File: src/rtl/wb_stage_if.sv
// Writeback stage bus: ALU and load producer handshakes plus the regfile write port.
// Latency: none (signal bundle only).
// Backpressure: alu_ready / ld_ready are driven by the stage; producers hold valid until accepted.
// Optional macro WB_FWD_EN adds the forwarding outputs fwd_valid/fwd_rd/fwd_data.
interface wb_stage_if #(
  parameter int XLEN = 32
);
  logic            alu_valid;
  logic            alu_ready;
  logic [4:0]      alu_rd;
  logic [XLEN-1:0] alu_data;

  logic            ld_valid;
  logic            ld_ready;
  logic [4:0]      ld_rd;
  logic [XLEN-1:0] ld_word;
  logic [2:0]      ld_funct3;
  logic [1:0]      ld_addr_lo;

  logic            wr_en;
  logic [4:0]      w1;
  logic [XLEN-1:0] data;
  logic            busy;
`ifdef WB_FWD_EN
  logic            fwd_valid;
  logic [4:0]      fwd_rd;
  logic [XLEN-1:0] fwd_data;
`endif

  // Producer / observer side
  modport master (
    output alu_valid, alu_rd, alu_data,
    output ld_valid, ld_rd, ld_word, ld_funct3, ld_addr_lo,
    input  alu_ready, ld_ready, wr_en, w1, data, busy
`ifdef WB_FWD_EN
    , input fwd_valid, fwd_rd, fwd_data
`endif
  );

  // Writeback stage side
  modport slave (
    input  alu_valid, alu_rd, alu_data,
    input  ld_valid, ld_rd, ld_word, ld_funct3, ld_addr_lo,
    output alu_ready, ld_ready, wr_en, w1, data, busy
`ifdef WB_FWD_EN
    , output fwd_valid, fwd_rd, fwd_data
`endif
  );
endinterface

File: src/rtl/wb_stage.sv
// Writeback stage: arbitrates ALU and load results onto one registered regfile write per cycle.
// Latency: a result accepted at edge N is written during cycle N+1; a skid-held ALU result waits.
// Backpressure: alu_ready=0 while the skid holds; ld_ready=0 only when the held result has starved.
// Optional macro WB_FWD_EN adds combinational forwarding copies of the write port.
module wb_stage #(
  parameter int XLEN       = 32,
  parameter int STARVE_MAX = 4
) (
  input  logic       clk,
  input  logic       rst,
  wb_stage_if.slave  wb
);

  localparam logic [3:0] STARVE_LIM = 4'(STARVE_MAX);

  typedef enum logic {
    EMPTY = 1'b0,
    HELD  = 1'b1
  } skid_state_t;

  skid_state_t     state;
  logic [3:0]      starve_cnt;
  logic [4:0]      skid_rd;
  logic [XLEN-1:0] skid_data;

  logic            wr_en_q;
  logic [4:0]      w1_q;
  logic [XLEN-1:0] data_q;

  logic            ld_ready_c;
  logic            ld_win;
  logic            alu_fire;
  logic [7:0]      ld_byte;
  logic [15:0]     ld_half;
  logic [XLEN-1:0] ld_ext;

  // A held result that has lost STARVE_MAX times in a row blocks the load port for one cycle.
  assign ld_ready_c = !((state == HELD) && (starve_cnt == STARVE_LIM));
  assign ld_win     = wb.ld_valid && ld_ready_c;
  assign alu_fire   = wb.alu_valid && (state == EMPTY);

  // Select the addressed byte/halfword and extend it according to the load type.
  always_comb begin
    ld_byte = wb.ld_word[7:0];
    ld_half = wb.ld_word[15:0];
    ld_ext  = wb.ld_word;
    case (wb.ld_addr_lo)
      2'd0:    ld_byte = wb.ld_word[7:0];
      2'd1:    ld_byte = wb.ld_word[15:8];
      2'd2:    ld_byte = wb.ld_word[23:16];
      default: ld_byte = wb.ld_word[31:24];
    endcase
    ld_half = wb.ld_addr_lo[1] ? wb.ld_word[31:16] : wb.ld_word[15:0];
    case (wb.ld_funct3)
      3'b000:  ld_ext = {{(XLEN-8){ld_byte[7]}}, ld_byte};
      3'b001:  ld_ext = {{(XLEN-16){ld_half[15]}}, ld_half};
      3'b100:  ld_ext = {{(XLEN-8){1'b0}}, ld_byte};
      3'b101:  ld_ext = {{(XLEN-16){1'b0}}, ld_half};
      default: ld_ext = wb.ld_word;
    endcase
  end

  // Skid FSM, starve counter and registered write port; load > skid > direct ALU.
  always_ff @(posedge clk or negedge rst) begin
    if (!rst) begin
      state      <= EMPTY;
      starve_cnt <= 4'd0;
      skid_rd    <= 5'd0;
      skid_data  <= '0;
      wr_en_q    <= 1'b0;
      w1_q       <= 5'd0;
      data_q     <= '0;
    end else begin
      if (ld_win) begin
        wr_en_q <= (wb.ld_rd != 5'd0);
        w1_q    <= wb.ld_rd;
        data_q  <= ld_ext;
        if (alu_fire) begin
          state     <= HELD;
          skid_rd   <= wb.alu_rd;
          skid_data <= wb.alu_data;
        end
      end else if (state == HELD) begin
        wr_en_q <= (skid_rd != 5'd0);
        w1_q    <= skid_rd;
        data_q  <= skid_data;
        state   <= EMPTY;
      end else if (alu_fire) begin
        wr_en_q <= (wb.alu_rd != 5'd0);
        w1_q    <= wb.alu_rd;
        data_q  <= wb.alu_data;
      end else begin
        wr_en_q <= 1'b0;
      end

      // Count only losses suffered while holding; any drain or empty cycle resets the count.
      if ((state == HELD) && ld_win) begin
        if (starve_cnt != STARVE_LIM) begin
          starve_cnt <= starve_cnt + 4'd1;
        end
      end else begin
        starve_cnt <= 4'd0;
      end
    end
  end

  assign wb.alu_ready = (state == EMPTY);
  assign wb.ld_ready  = ld_ready_c;
  assign wb.busy      = (state == HELD);
  assign wb.wr_en     = wr_en_q;
  assign wb.w1        = w1_q;
  assign wb.data      = data_q;

`ifdef WB_FWD_EN
  // Bypass copy of the write in flight; reset clears wr_en_q, which also clears fwd_valid.
  assign wb.fwd_valid = wr_en_q && (w1_q != 5'd0);
  assign wb.fwd_rd    = w1_q;
  assign wb.fwd_data  = data_q;
`endif

endmodule

File: src/flat_wrapper.sv
// flat-port wrapper written by rule: the top's interface ports become plain ports
module wb_stage_flat 
#(
  parameter int XLEN       = 32,
  parameter int STARVE_MAX = 4
)
  (clk, rst, wb_alu_valid, wb_alu_rd, wb_alu_data, wb_ld_valid, wb_ld_rd, wb_ld_word, wb_ld_funct3, wb_ld_addr_lo, wb_alu_ready, wb_ld_ready, wb_wr_en, wb_w1, wb_data, wb_busy);
  wb_stage_if #(.XLEN(XLEN)) wb_i ();
  input  logic clk;
  input  logic rst;
  input wire logic [$bits(wb_i.alu_valid)-1:0] wb_alu_valid;
  input wire logic [$bits(wb_i.alu_rd)-1:0] wb_alu_rd;
  input wire logic [$bits(wb_i.alu_data)-1:0] wb_alu_data;
  input wire logic [$bits(wb_i.ld_valid)-1:0] wb_ld_valid;
  input wire logic [$bits(wb_i.ld_rd)-1:0] wb_ld_rd;
  input wire logic [$bits(wb_i.ld_word)-1:0] wb_ld_word;
  input wire logic [$bits(wb_i.ld_funct3)-1:0] wb_ld_funct3;
  input wire logic [$bits(wb_i.ld_addr_lo)-1:0] wb_ld_addr_lo;
  output wire logic [$bits(wb_i.alu_ready)-1:0] wb_alu_ready;
  output wire logic [$bits(wb_i.ld_ready)-1:0] wb_ld_ready;
  output wire logic [$bits(wb_i.wr_en)-1:0] wb_wr_en;
  output wire logic [$bits(wb_i.w1)-1:0] wb_w1;
  output wire logic [$bits(wb_i.data)-1:0] wb_data;
  output wire logic [$bits(wb_i.busy)-1:0] wb_busy;
  assign wb_i.alu_valid = wb_alu_valid;
  assign wb_i.alu_rd = wb_alu_rd;
  assign wb_i.alu_data = wb_alu_data;
  assign wb_i.ld_valid = wb_ld_valid;
  assign wb_i.ld_rd = wb_ld_rd;
  assign wb_i.ld_word = wb_ld_word;
  assign wb_i.ld_funct3 = wb_ld_funct3;
  assign wb_i.ld_addr_lo = wb_ld_addr_lo;
  assign wb_alu_ready = wb_i.alu_ready;
  assign wb_ld_ready = wb_i.ld_ready;
  assign wb_wr_en = wb_i.wr_en;
  assign wb_w1 = wb_i.w1;
  assign wb_data = wb_i.data;
  assign wb_busy = wb_i.busy;
  wb_stage #(.XLEN(XLEN), .STARVE_MAX(STARVE_MAX)) u_core (.clk(clk), .rst(rst), .wb(wb_i));
endmodule
File: config.mk
export PLATFORM = sky130hd
export DESIGN_NAME = wb_stage_flat
export DESIGN_NICKNAME = d
export VERILOG_FILES = /design/src/rtl/wb_stage_if.sv /design/src/rtl/wb_stage.sv /design/src/flat_wrapper.sv
export SDC_FILE = /design/constraint.sdc
export NUM_CORES = 1
export LEC_CHECK = 0
export ABC_AREA = 1
export CORE_MARGIN = 1
export CORE_UTILIZATION = 40
export CTS_CLUSTER_DIAMETER = 30
export DETAILED_ROUTE_END_ITERATION = 8
export GPL_TIMING_DRIVEN = 1
export PLACE_DENSITY = 0.68
export SYNTH_ARGS = -nofsm -noshare
export SYNTH_HDL_FRONTEND = slang
export SYNTH_SLANG_ARGS = --single-unit
File: constraint.sdc
create_clock -name clk -period 2.1 [get_ports clk]
set_clock_uncertainty 0.05 [all_clocks]
set_input_delay 0.42 -clock clk [delete_from_list [all_inputs] [get_ports clk]]
set_output_delay 0.42 -clock clk [all_outputs]
set_load 0.01 [all_outputs]
==> metrics.txt, run 1 <==
clk_lat worst skew 0.36 ns; Final Hold Fails 0; critical path arrival 1.50 ns; CP max FO 8; Die H 108 um; worst setup path class reg -> out; Total Routing Usage GR 24.7%; dominant synthesized flop cell dfrtp_1; status complete, no violations; distinct cell type count after synthesis 30; final cell count without fillers 859; Starting Density 41.3%; P_leak 2.89 nW; Max-cap violations 0; Max Used Layer met4; router iterations before antenna repair 8; antenna violations before repair 0; Post-synth EDFFs 0; CP Launch Type flop; Setup crit end kind output pin; CP required 1.63 ns; Routed Antenna Nets 0; clk slew on worst S/H paths 0.09 ns; pwr/cell area 684 nW/um2; sequential share of the synthesized area 44.5%; first-pass GRT wire length 22.3 mm; hold path depth 2; most frequent cells in the layout nand2_1, clkdlybuf4s50_1, dfrtp_1; met3 wire length 910 um; Final setup violation count 0; Inst Count DP 839; largest net degree at the start of global routing 58; TritonCTS clock tree done; pin slew with the least headroom to its limit 0.517 ns; fmax 0.506 GHz; FF+latch count, synth 80; Vias 4,451; vias per inst 5.18; # IOs 124; Fill cells 1,050; wire per inst 15.6 um; vias in the first global route 4,479; Post-layout nets 799; top-area cell type share of the netlist area 44.5%; leading cell type in the layout, fill and taps excluded nand2_1; Port Buf Inserts 123; H-tree depth 3; die area 11,700 um2; Mapped Cells 592; total design power 0.00420 W; Syn. warnings 0; Clock Tree Root clkbuf_8; leading area contributor after synthesis dfrtp_1; Final TNS setup 0 ns; CTS buffer count 9; share of cells above drive strength 1 7.93%; routed wire length 13.4 mm; core area 10,900 um2; gpl congestion 0.928; detailed placer's ending HPWL 9.71 mm; Area Overhead vs Synth 36.5%; die width 108 um; total clock sinks 80; Slew Viols, Final 0; met1 WL 5.85 mm; worst vdd ir 366 uV; Avg Synthesized Cell Area 7.60 um2; largest cells by area after synthesis dfrtp_1, nand2_1, inv_1, o21ai_0, o2111ai_1; Antenna diodes 0; drc violations 0; Post-synth ARST share 100%; syn_nets 677; buffer depth of the longest clock path 2; number of core rows 38; Worst Hold Class reg -> reg; final global-route overflow total 0; WL met2 6.30 mm; Initial DRC Count 269; Tmin final 1.97 ns; period utilisation layout 94.0%; Slew HR 65.5%; RSZ-0062 raised after global routing false; R2R cell count 8; synthesized area 4500 um2
## sequential cells by signal, indices dropped and copies added, names as in the netlist
register and flops:
u_core.skid_data 32, u_core.wb.data 32, u_core.starve_cnt 4, u_core.skid_rd 5, u_core.wb.busy 1, u_core.wb.w1 5
u_core.wb.wr_en 1
## area by class of cell
class                           count  area (um2)  share of cell area, %
Clock buffer                       10         128                   2.08
Clock inverter                      6        92.6                   1.51
Inverter                           79         299                   4.87
Multi-Input combinational cell    395        1930                   31.4
Sequential cell                    80        2000                   32.6
Tap cell                          140         175                   2.85
Timing Repair Buffer              149        1520                   24.7
## cells in the mapped netlist (7+ instances only)
cell / n
o21ai_1: 31
inv_1: 76
o21ai_0: 43
clkbuf_1: 7
nand3_1: 32
nor2_1: 18
buf_2: 14
buf_6: 13
o2111ai_1: 22
dfrtp_1: 80
o221ai_1: 7
nand2_1: 187
a21oi_1: 31
## path summary, 6_finish.rpt
path                            slack [ns]              endpoint                  from
worst min-delay path                  0.43   u_core.skid_data[7]   u_core.skid_data[7]
worst min register to register        0.43   u_core.skid_data[7]   u_core.skid_data[7]
min in group asynchronous             0.52  u_core.skid_data[27]                   rst
worst max register to register        0.25  u_core.skid_data[24]  u_core.starve_cnt[1]
max in group asynchronous             0.88     u_core.wb.data[0]                   rst
worst max-delay path                  0.13               wb_busy        u_core.wb.busy
## per-stage QoR
step                hold WS [ns]  cell area, um2  setup slack, ns  util, %
floorplan                 0.0744            4500            0.598        -
global placement           0.378            5880           0.0627     54.0
detailed placement         0.376            5880           0.0542     54.0
CTS                        0.430            6130          0.00261     56.3
global route               0.464            6140           0.0484     56.4
finish                     0.427            6140            0.125     56.4
## kinds of logic after synthesis
kind of cell / share of synthesized area (%)
AOI/OAI and AO/OA: 18.0
adders and majority gates: 0.556
muxes: 0.223
and+or+nand+nor: 23.6
DFF: 44.5
buffers and inverters: 12.7
xor gates and xnor gates: 0.390
## power breakdown
group          switching, W  internal (W)  leakage, nW
Clock              0.000600      0.000676        0.103
Sequential         0.000129       0.00175        0.977
Combinational      0.000529      0.000523         1.81
Total               0.00126       0.00294         2.89
## routing by layer
metal | GRT usage (%) | vias to the layer above
met3 | 4.10 | 27
met1 | 33.7 | 2065
li1 | - | 2162
met2 | 39.3 | 197
met5 | 0 | -
met4 | 9.69 | 0
## critical path, stage by stage (launching register included)
cell             delay, ns
dfrtp_2               0.43
buf_4                 0.18
clkdlybuf4s50_1       0.54
## what timing repair did
action,4_1_cts,5_1_grt
endpoints found under the hold margin,27,0
buffers inserted,2,1
hold buffers,1,0
gates cloned,0,0
pin swaps,0,0
setup endpoints to repair,2,2
gates resized for setup,1,1
Note: power is estimated with default switching activity, not from simulation.
==> run 2: changes to the inputs <==
Settings changed: PLACE_DENSITY 0.68 to 0.71.
Clock period 2.1 ns to 1.6 ns, I/O delays scaled along.
==> run 2 against run 1 <==
Net effect: the flow now finishes with violations (negative setup slack); routed wire length is 20% higher; global-route usage is 0.54 points higher; die area is the same; critical path type unchanged; sequential cell count unchanged; worst hold slack worse by 0.072 ns; setup slack worse by 0.23 ns.
==> metrics.txt, run 2 (same netlist as run 1, synthesis figures left out) <==
status finished with violations; failing checks negative setup slack; vias per inst 5.46; Final setup violation count 55; Area Overhead vs Synth 57.2%; router iterations before antenna repair 5; most frequent cells in the layout nand2_1, clkdlybuf4s50_1, dfrtp_1; # IOs 124; P_leak 3.37 nW; Critical-path top delay cell dfrtp_1; Layout Utilization 64.9%; Initial DRC Count 387; Total Routing Usage GR 25.3%; Worst Hold Class in -> async; clk slew on worst S/H paths 0.09 ns; critical path arrival 1.33 ns; Clock Tree Root clkbuf_8; CP required 1.23 ns; Final TNS setup -2.20 ns; Starting Density 41.3%; Routed Antenna Nets 0; worst slack at placement -0.310 ns; antenna violations before repair 0; Max-cap violations 0; Slew HR 66.1%; vias in the first global route 4,475; total clock sinks 80; Max stage delay on crit path 0.39 ns; Antenna diodes 0; pwr/cell area 817 nW/um2; Cell Chain, Critical Path inv_1 > ha_2 > nand4_4 > buf_6; TritonCTS clock tree done; first-pass GRT wire length 22.5 mm; buffer depth of the longest clock path 2; worst vdd ir 426 uV; CTS buffer count 9; core area 10,900 um2; Final Hold Fails 0; Port Buf Inserts 123; worst setup path class reg -> out; Die H 108 um; drc violations 0; RSZ-0062 raised after global routing true; largest net degree at the start of global routing 55; Tmin final 1.70 ns; wire per inst 18.1 um; Post-layout nets 833; WHS 0.354 ns; total design power 0.00577 W; CP Launch Type flop; worst setup margin -0.104 ns; share of cells above drive strength 1 23.8%; gpl congestion 0.888; Setup crit end kind output pin; final global-route overflow total 0; family with the most delay on the worst path flip-flops; die width 108 um; leading cell type in the layout, fill and taps excluded nand2_1; H-tree depth 3; Vias 4,880; Slew Viols, Final 0; routed wire length 16.2 mm; Buf+Inv Stages, Crit Path 2; pin slew with the least headroom to its limit 0.505 ns; number of core rows 38; period utilisation layout 107%; detailed placer's ending HPWL 10.1 mm; CP max FO 2; fmax 0.587 GHz; die area 11,700 um2; clk_lat worst skew 0.36 ns
-- run 2: per-layer routing --
layer  share of wire (%)  track usage [%]
met1                  41             33.6
met2                  50             41.8
met3                 6.6             3.80
met4                 2.4             9.20
met5                   0                0
-- run 2: final cells by class --
class | count | area [um2]
clock buffers | 10 | 138
clock inverters | 6 | 67.6
fillers | 890 | 3820
inverters | 79 | 315
multi-input cells | 396 | 2380
flip-flops and latches | 80 | 2000
well taps | 140 | 175
repair buffers | 182 | 1990
-- run 2: repair_timing --
item | 4_1_cts | 5_1_grt
endpoints found under the hold margin | 20 | 0
resized for setup | 61 | 141
hold buffers | 1 | 0
cloned | 3 | 11
setup buffers | 6 | 1
pin swaps | 4 | 17
setup endpoints to repair | 109 | 77
-- run 2: where the power goes --
part	total, W	internal, W	switching, W
clock	0.00159	0.000770	0.000824
combinational	0.00168	0.000810	0.000866
sequential	0.00250	0.00229	0.000211
total	0.00577	0.00387	0.00190
-- run 2: metrics by stage --
stage,cell area [um2],std cells
after floorplan,4500,592
after global placement,6020,855
final,7070,893
after detailed placement,6020,855
after global routing,7070,893
after CTS,6360,881
-- run 2: final timing paths --
check | from | endpoint | slack (ns) | cells after the start
worst max register to register | u_core.starve_cnt[1] | u_core.wb.w1[0] | -0.07 | 9
worst min register to register | u_core.skid_data[6] | u_core.skid_data[6] | 0.43 | 2
worst max-delay path | u_core.starve_cnt[1] | wb_ld_ready | -0.10 | 4
worst min-delay path | rst | u_core.skid_data[18] | 0.35 | 2
max in group asynchronous | rst | u_core.skid_data[9] | 0.62 | 3
min in group clk | u_core.skid_data[6] | u_core.skid_data[6] | 0.43 | 2
-- run 2: worst reg2reg max path: stages, from the launching register on --
cell,delay (ns)
dfrtp_1,0.39
inv_1,0.06
ha_2,0.19
nand4_4,0.16
nand2_8,0.18
clkinv_8,0.11
buf_12,0.17
buf_12,0.15
nand2_4,0.06
nand3_2,0.06
==> run 3: changes to the inputs <==
Settings changed: CTS_BUF_LIST set to sky130_fd_sc_hd__clkbuf_8.
==> results of run 3 <==
No change in the layout: final DEF, timing and power equal those of run 2.
